$ cat src/rtl/tt_gpio_pkg.sv
// Shared encodings for the uio pad controller: command opcodes and FSM states.
// No logic; imported by the controller and its synchroniser.
package tt_gpio_pkg;

    typedef enum logic [1:0] {
        OP_WR_OUT = 2'd0,
        OP_WR_OE  = 2'd1,
        OP_PULSE  = 2'd2,
        OP_READ   = 2'd3
    } op_e;

    typedef enum logic {
        ST_IDLE  = 1'b0,
        ST_PULSE = 1'b1
    } state_e;

    // Pulse counter width, never narrower than one bit.
    function automatic int cnt_width(input int len);
        return (len > 1) ? $clog2(len) : 1;
    endfunction

endpackage

$ cat src/rtl/tt_sync_edge.sv
// Multi-stage synchroniser with rising-edge detect; SYNC_STAGES cycles to o_sync,
// o_rise is combinational from the last two stages. No backpressure.
module tt_sync_edge
    import tt_gpio_pkg::*;
#(
    parameter int WIDTH       = 8,
    parameter int SYNC_STAGES = 2
) (
    input  logic             clk,
    input  logic             rst,
    input  logic [WIDTH-1:0] i_pad,
    output logic [WIDTH-1:0] o_sync,
    output logic [WIDTH-1:0] o_rise
);

    logic [SYNC_STAGES-1:0][WIDTH-1:0] r_sync;
    logic [WIDTH-1:0]                  r_prev;

    always_ff @(posedge clk or posedge rst) begin
        if (rst) begin
            r_sync <= '0;
            r_prev <= '0;
        end else begin
            r_sync[0] <= i_pad;
            for (int i = 1; i < SYNC_STAGES; i++) begin
                r_sync[i] <= r_sync[i-1];
            end
            r_prev <= r_sync[SYNC_STAGES-1];
        end
    end

    assign o_sync = r_sync[SYNC_STAGES-1];
    assign o_rise = r_sync[SYNC_STAGES-1] & ~r_prev;

endmodule

$ cat src/rtl/tt_gpio_ctrl.sv
// Command-driven uio pad controller: output/enable regs, timed pulse, synced readback with sticky edges.
// Commands take effect on the accepting edge; cmd_ready is low only while a pulse runs (no queueing).
module tt_gpio_ctrl
    import tt_gpio_pkg::*;
#(
    parameter int WIDTH       = 8,
    parameter int SYNC_STAGES = 2,
    parameter int PULSE_LEN   = 4
) (
    input  logic             clk,
    input  logic             rst,
    input  logic             cmd_valid,
    output logic             cmd_ready,
    input  logic [1:0]       cmd_op,
    input  logic [WIDTH-1:0] cmd_data,
    input  logic [WIDTH-1:0] pad_in,
    output logic [WIDTH-1:0] pad_out,
    output logic [WIDTH-1:0] pad_oe,
    output logic [WIDTH-1:0] rd_data,
    output logic             rd_valid,
    output logic             edge_irq
);

    localparam int CW = cnt_width(PULSE_LEN);

    state_e           r_state;
    logic [CW-1:0]    r_cnt;
    logic [WIDTH-1:0] r_out;
    logic [WIDTH-1:0] r_oe;
    logic [WIDTH-1:0] r_mask;
    logic [WIDTH-1:0] r_rd_data;
    logic             r_rd_valid;
    logic [WIDTH-1:0] r_sticky;

    logic [WIDTH-1:0] w_sync;
    logic [WIDTH-1:0] w_rise;
    logic             w_accept;
    op_e              w_op;
    logic [WIDTH-1:0] w_clr;

    tt_sync_edge #(
        .WIDTH       (WIDTH),
        .SYNC_STAGES (SYNC_STAGES)
    ) u_sync_edge (
        .clk    (clk),
        .rst    (rst),
        .i_pad  (pad_in),
        .o_sync (w_sync),
        .o_rise (w_rise)
    );

    assign w_accept = cmd_valid && (r_state == ST_IDLE);
    assign w_op     = op_e'(cmd_op);
    assign w_clr    = {WIDTH{w_accept && (w_op == OP_READ) && cmd_data[0]}};

    always_ff @(posedge clk or posedge rst) begin
        if (rst) begin
            r_state    <= ST_IDLE;
            r_cnt      <= '0;
            r_out      <= '0;
            r_oe       <= '0;
            r_mask     <= '0;
            r_rd_data  <= '0;
            r_rd_valid <= 1'b0;
        end else begin
            r_rd_valid <= 1'b0;
            case (r_state)
                ST_IDLE: begin
                    if (cmd_valid) begin
                        case (w_op)
                            OP_WR_OUT: r_out <= cmd_data;
                            OP_WR_OE:  r_oe  <= cmd_data;
                            OP_PULSE: begin
                                r_out   <= r_out ^ cmd_data;
                                r_mask  <= cmd_data;
                                r_cnt   <= CW'(PULSE_LEN - 1);
                                r_state <= ST_PULSE;
                            end
                            OP_READ: begin
                                r_rd_data  <= cmd_data[0] ? r_sticky : w_sync;
                                r_rd_valid <= 1'b1;
                            end
                        endcase
                    end
                end
                ST_PULSE: begin
                    // Restore uses the stored mask, so later edits cannot skew it.
                    if (r_cnt == '0) begin
                        r_out   <= r_out ^ r_mask;
                        r_state <= ST_IDLE;
                    end else begin
                        r_cnt <= r_cnt - CW'(1);
                    end
                end
            endcase
        end
    end

    // A rise landing in the clear cycle survives the clear.
    always_ff @(posedge clk or posedge rst) begin
        if (rst) begin
            r_sticky <= '0;
        end else begin
            r_sticky <= (r_sticky & ~w_clr) | w_rise;
        end
    end

    assign cmd_ready = (r_state == ST_IDLE);
    assign pad_out   = r_out;
    assign pad_oe    = r_oe;
    assign rd_data   = r_rd_data;
    assign rd_valid  = r_rd_valid;
    assign edge_irq  = |r_sticky;

endmodule

$ cat config.mk
export PLATFORM = sky130hd
export DESIGN_NAME = tt_gpio_ctrl
export DESIGN_NICKNAME = d
export VERILOG_FILES = /design/src/rtl/tt_gpio_pkg.sv /design/src/rtl/tt_sync_edge.sv /design/src/rtl/tt_gpio_ctrl.sv
export SDC_FILE = /design/constraint.sdc
export NUM_CORES = 1
export LEC_CHECK = 0
export CAP_MARGIN = 20
export CELL_PAD_IN_SITES_DETAIL_PLACEMENT = 0
export CELL_PAD_IN_SITES_GLOBAL_PLACEMENT = 1
export CORE_MARGIN = 10
export CORE_UTILIZATION = 37
export CTS_CLUSTER_DIAMETER = 100
export CTS_CLUSTER_SIZE = 10
export DETAILED_ROUTE_END_ITERATION = 10
export PLACE_DENSITY = 0.83
export SKIP_LAST_GASP = 1
export SLEW_MARGIN = 10
export SYNTH_ARGS = -nofsm -noshare
export SYNTH_HDL_FRONTEND = slang
export SYNTH_SLANG_ARGS = --single-unit
$ cat constraint.sdc
create_clock -name clk -period 2.2 [get_ports clk]
set_input_delay 0.44 -clock clk [delete_from_list [all_inputs] [get_ports clk]]
set_output_delay 0.44 -clock clk [all_outputs]
set_load 0.01 [all_outputs]
# --- Yosys cells after proc, flatten, opt, wreduce, memory -nomap -nowiden ---
# Cells that the tools add are included.
totals:
  register_bits: 68
  input_bits: 21
  output_inout_bits: 27
  word_cells: 55
classes:
  add_sub_neg: 1
  n_eq_ne: 8
  muxes: 16
  n_bitwise: 8
  n_reduce_logical: 11
op_table:
  columns: ["operator", "count"]
  rows:
  - ["8-bit one-hot mux with 2 select lines", 2]
  - ["8-bit two-way mux", 3]
  - ["8-bit AND", 2]
  - ["8-bit inverter", 2]
  - ["8-bit XOR", 2]
  - ["3-bit AND reduction", 5]
  - ["8-bit bitwise OR", 1]
  - ["8-bit OR reduction", 1]
  - ["1-bit two-way mux", 6]
  - ["2-bit two-way mux", 3]
  - ["2-bit == test, second input constant", 2]
  - ["2-bit zero test", 2]
  - ["2-bit by 1-bit inequality test with 1-bit output, second input constant", 2]
  - ["2-bit inequality test, second input constant", 2]
  - ["2-bit one-hot mux with 2 select lines", 1]
  - ["1-bit logical AND", 3]
  - ["3-bit by 1-bit inequality test with 1-bit output, second input constant", 1]
  - ["2-bit by 1-bit == test with 1-bit output, second input constant", 1]
  - ["1-bit one-hot mux with 2 select lines", 1]
  - ["2-bit by 1-bit subtractor with 2-bit output, second input constant", 1]
  - ["1-bit inverter", 1]

# --- Logic depth before layout (Yosys ltp) ---
depth:
  depth_word: 7
  depth_mapped: 6

# --- Modules after synthesis ---
# Synthesis repeated with hierarchy kept, for this count alone.
unflattened:
  hier_cells: 216
  area_unflattened_um2: 2795.2
modules_own_cells:
  columns: ["module", "n_inst", "cells_each", "area_each_um2", "seq_area_each_um2"]
  rows:
  - ["tt_gpio_ctrl", 1, 175, 2020.7, 1101.1]
  - ["tt_sync_edge", 1, 41, 774.5, 600.6]

# --- Worst setup path after synthesis ---
# Ideal clock, no wire load.
synth_timing:
  kind: "input -> register"
  from: "input port cmd_op[1]"
  to: "register r_oe[1] (netlist: pad_oe[1])"
  setup_ps: 125
  arrival_ps: 1366
  slack_ps: 710
  path_stages: 4
  cell_sequence: "buf_2 -> nor4bb_1 -> buf_4 -> mux2_2"
synth_between:
  elab_chain_len: 2
synth_rtl:
  columns: ["element", "line", "rtl"]
  rows:
  - ["start: declaration", "tt_gpio_ctrl.sv:14", "input logic [1:0] cmd_op,"]
  - ["2-bit by 1-bit == test with 1-bit output", "tt_gpio_ctrl.sv:70", "case (w_op)"]
  - ["3-bit AND reduction (no source line)", null, null]
  - ["end signal: assignment", "tt_gpio_ctrl.sv:72", "OP_WR_OE: r_oe <= cmd_data;"]
  - ["end: declaration", "tt_gpio_ctrl.sv:29", "logic [WIDTH-1:0] r_oe;"]
# Every way passes these cells.
# A chain may end at the register's enable or synchronous reset.

# --- Worst setup path in the final report ---
layout_timing:
  from: "register r_sticky[6]"
  to: "output port edge_irq"
layout_between:
  elab_chain_len: 1
layout_rtl:
  columns: ["element", "line", "rtl"]
  rows:
  - ["start: declaration", "tt_gpio_ctrl.sv:33", "logic [WIDTH-1:0] r_sticky;"]
  - ["start signal: assignment", "tt_gpio_ctrl.sv:104", "r_sticky <= (r_sticky & ~w_clr) | w_rise;"]
  - ["8-bit OR reduction", "tt_gpio_ctrl.sv:113", "assign edge_irq = |r_sticky;"]
  - ["end: declaration", "tt_gpio_ctrl.sv:21", "output logic edge_irq"]
# Every way passes these cells.

==> summary.md <==
| Metric | Value |
|---|---|
| HP Class | flip-flop to flip-flop |
| CP Class | flip-flop to output port |
| Synth Cell Area | 2660 um2 |
| Crit path buffers/inverters | 1 |
| GRT Total Usage | 0.105 |
| Count leader, synth | dfrtp_1 |
| Slowest cell delay on critical path | 0.49 ns |
| Cell Count, Final, Fillers Out | 367 |
| Vert. Die Dim | 105 um |
| Via density | 4.89 |
| Outcome | finished, final reports clean |
| Avg Cell Area, Syn | 12.7 um2 |
| Peak VDD IR | 0.453 mV |
| Worst-case clock buffer depth | 2 |
| Synth area leader | dfrtp_1 |
| Clock sinks | 68 |
| Post-DP HPWL | 4000 um |
| Top post-synthesis cells by count | 68 x dfrtp_1, 16 x nand2_1, 15 x mux2_2 |
| Antenna Cells | 0 |
| Final setup viols | 0 |
| Hold WS | 0.351 ns |
| Worst-Margin Slew | 0.407 ns |
| Crit-path slowest cell | clkdlybuf4s50_1 |
| Drt pass-1 iters | 4 |
| Max Slew Vio Count | 0 |
| Area after DPL | 3290 um2 |
| Worst EP arrival | 1.63 ns |
| Tot Pwr | 4290 uW |
| Final GP Congestion | 0.786 |
| Share of the synthesized area in the top cell type | 0.639 |
| Critical Path Source Type | flip-flop |
| Row Count | 30 |
| CP Capture Type | output port |
| Layout area overhead | 32.1% |
| Post-Route WL | 5500 um |
| Post-synth ARST share | 1.00 |
| CP Cell Sequence | nor4_2, nand2_1, clkdlybuf4s50_1 |
| Die area | 11000 um2 |
| Post-layout nets | 289 |
| Iter 0 DRT Violations | 102 |
| Number of synthesized flops with an enable pin | 0 |
| Final TNS setup | 0 ns |
| Worst-path clk slew | 0.07 ns |
| Delay-heaviest family, CP | buffers and inverters |
| Htree depth | 3 |
| CTS tree | built |
| Die Wd | 105 um |
| Leakage | 0.00154 uW |
| Clock tree root buffer cell | clkbuf_8 |
| Vias | 1794 |
| Achievable Freq | 0.484 GHz |
| Synth top area cells | dfrtp_1 64%, mux2_2 6.3%, mux2i_1 3.0% |
| # IOs | 48 |
| P per Cell Area | 1220 nW/um2 |
| Unrepaired setup endpoints after global routing | false |
| Worst-Skew Late Latency | 0.32 ns |
| Pin count of the biggest net entering global routing | 69 |
| Placed Instances | 352 |
| WL per Instance | 15.0 um |
| Initial Util | 0.386 |
| Congestion Overflow GR | 0 |
| Clock Skews | 0.00950 ns |
| Seq/Total Area, Yosys | 0.639 |
| Post-route cell area | 3520 um2 |
| First-pass GRT wire length | 9330 um |
| Slew HR | 0.728 |
| Core ar. | 6910 um2 |
| Synth Instances | 209 |
| MaxCap Viol Count | 0 |
| Fill cell count | 618 |
| Syn_nets | 231 |
| CP Max Fanout | 3 |
| Vias in the first global route | 1872 |
| Post-layout min period | 2.07 ns |
| DRC Markers | 0 |
| Period utilization | 0.939 |
| Synth Register Bits | 68 |
| Synth cell types | 36 |
| Data required, critical path | 1.76 ns |
| DRT antenna net count | 0 |
| Ys Warns | 0 |
| Initial antenna violation count | 0 |
| Port Buffers | 47 |
| Number of CTS-inserted buffers | 9 |
| Dominant synthesized flop cell | dfrtp_1 |
| Share of cells above drive strength 1 | 0.170 |
| Hold Vio Cnt, Final | 0 |
## layer usage
layer / vias up / track usage / share of wire
li1: 860 / - / -
met1: 890 / 0.134 / 0.47
met2: 39 / 0.160 / 0.48
met3: 5 / 0.0215 / 0.038
met4: 0 / 0.0618 / 0.018
met5: - / 0 / 0
## registers in the layout, indices dropped and copies added, names as in the netlist
register	count
pad_oe	8
pad_out	8
r_cnt	2
r_mask	8
r_state	1
r_sticky	8
rd_data	8
rd_valid	1
u_sync_edge.o_sync	8
u_sync_edge.r_prev	8
u_sync_edge.r_sync	8
## logic make-up after synthesis
family / Yosys count / synth area share
compound gates: 42 / 0.109
mux: 23 / 0.0935
flops: 68 / 0.639
simple gates: 52 / 0.116
fa+ha+maj: 1 / 0.00470
buf+inv: 23 / 0.0380
## per-stage QoR
| stage | worst slack (ns) | utilization |
|---|---|---|
| final | 0.134 | 0.510 |
| after global routing | 0.0489 | 0.510 |
| after CTS | 0.0658 | 0.508 |
| after detailed placement | 0.154 | 0.477 |
| after global placement | 0.178 | 0.477 |
| after floorplan | 0.0485 | - |
## path summary, 6_finish.rpt
check	start	end	slack [ns]	cells past startpoint
min	u_sync_edge.r_sync[6]$_DFF_PP0_	u_sync_edge.o_sync[6]$_DFF_PP0_	0.35	0
max reg2reg	r_state$_DFF_PP0_	r_mask[3]$_DFFE_PP0P_	0.58	3
min in group asynchronous	rst	u_sync_edge.r_sync[4]$_DFF_PP0_	0.48	3
max	r_sticky[6]$_DFF_PP0_	edge_irq	0.13	3
min reg2reg	u_sync_edge.r_sync[6]$_DFF_PP0_	u_sync_edge.o_sync[6]$_DFF_PP0_	0.35	0
max in group asynchronous	rst	u_sync_edge.r_prev[2]$_DFF_PP0_	1.40	3
## where the power goes
part	total, uW	internal, uW	switching, uW
registers	1880	1620	262
clock network	1100	664	433
logic	1310	762	549
total	4290	3040	1240
## placed cells by master, fill, tap and decap left out, types with 2 or more instances in the layout
master	count
nor4_2	2
a221oi_1	3
a21oi_1	4
buf_4	8
nand2_1	16
dfrtp_1	68
nand3_1	12
o21ai_0	12
clkdlybuf4s50_1	47
a22o_1	8
nor2b_1	8
nor3_1	2
o211ai_1	10
mux2i_1	8
bufinv_16	2
inv_1	13
clkbuf_8	10
o21a_1	2
mux2_2	15
## final cells by class
class                   instances  area (um2)  area share
well taps                      96         120      0.0341
clock buffers                  11         141      0.0402
clock inverters                 4        73.8      0.0210
flip-flops and latches         68        1700       0.483
repair buffers                 56         551       0.156
multi-input cells             118         880       0.250
inverters                      14        52.6      0.0149
## timing repair
action	CTS	global route
hold buffers	0	0
gates resized for setup	0	2
buffers inserted	0	0
endpoints found under the setup margin	0	1
Power figures use the tool's default switching activity.
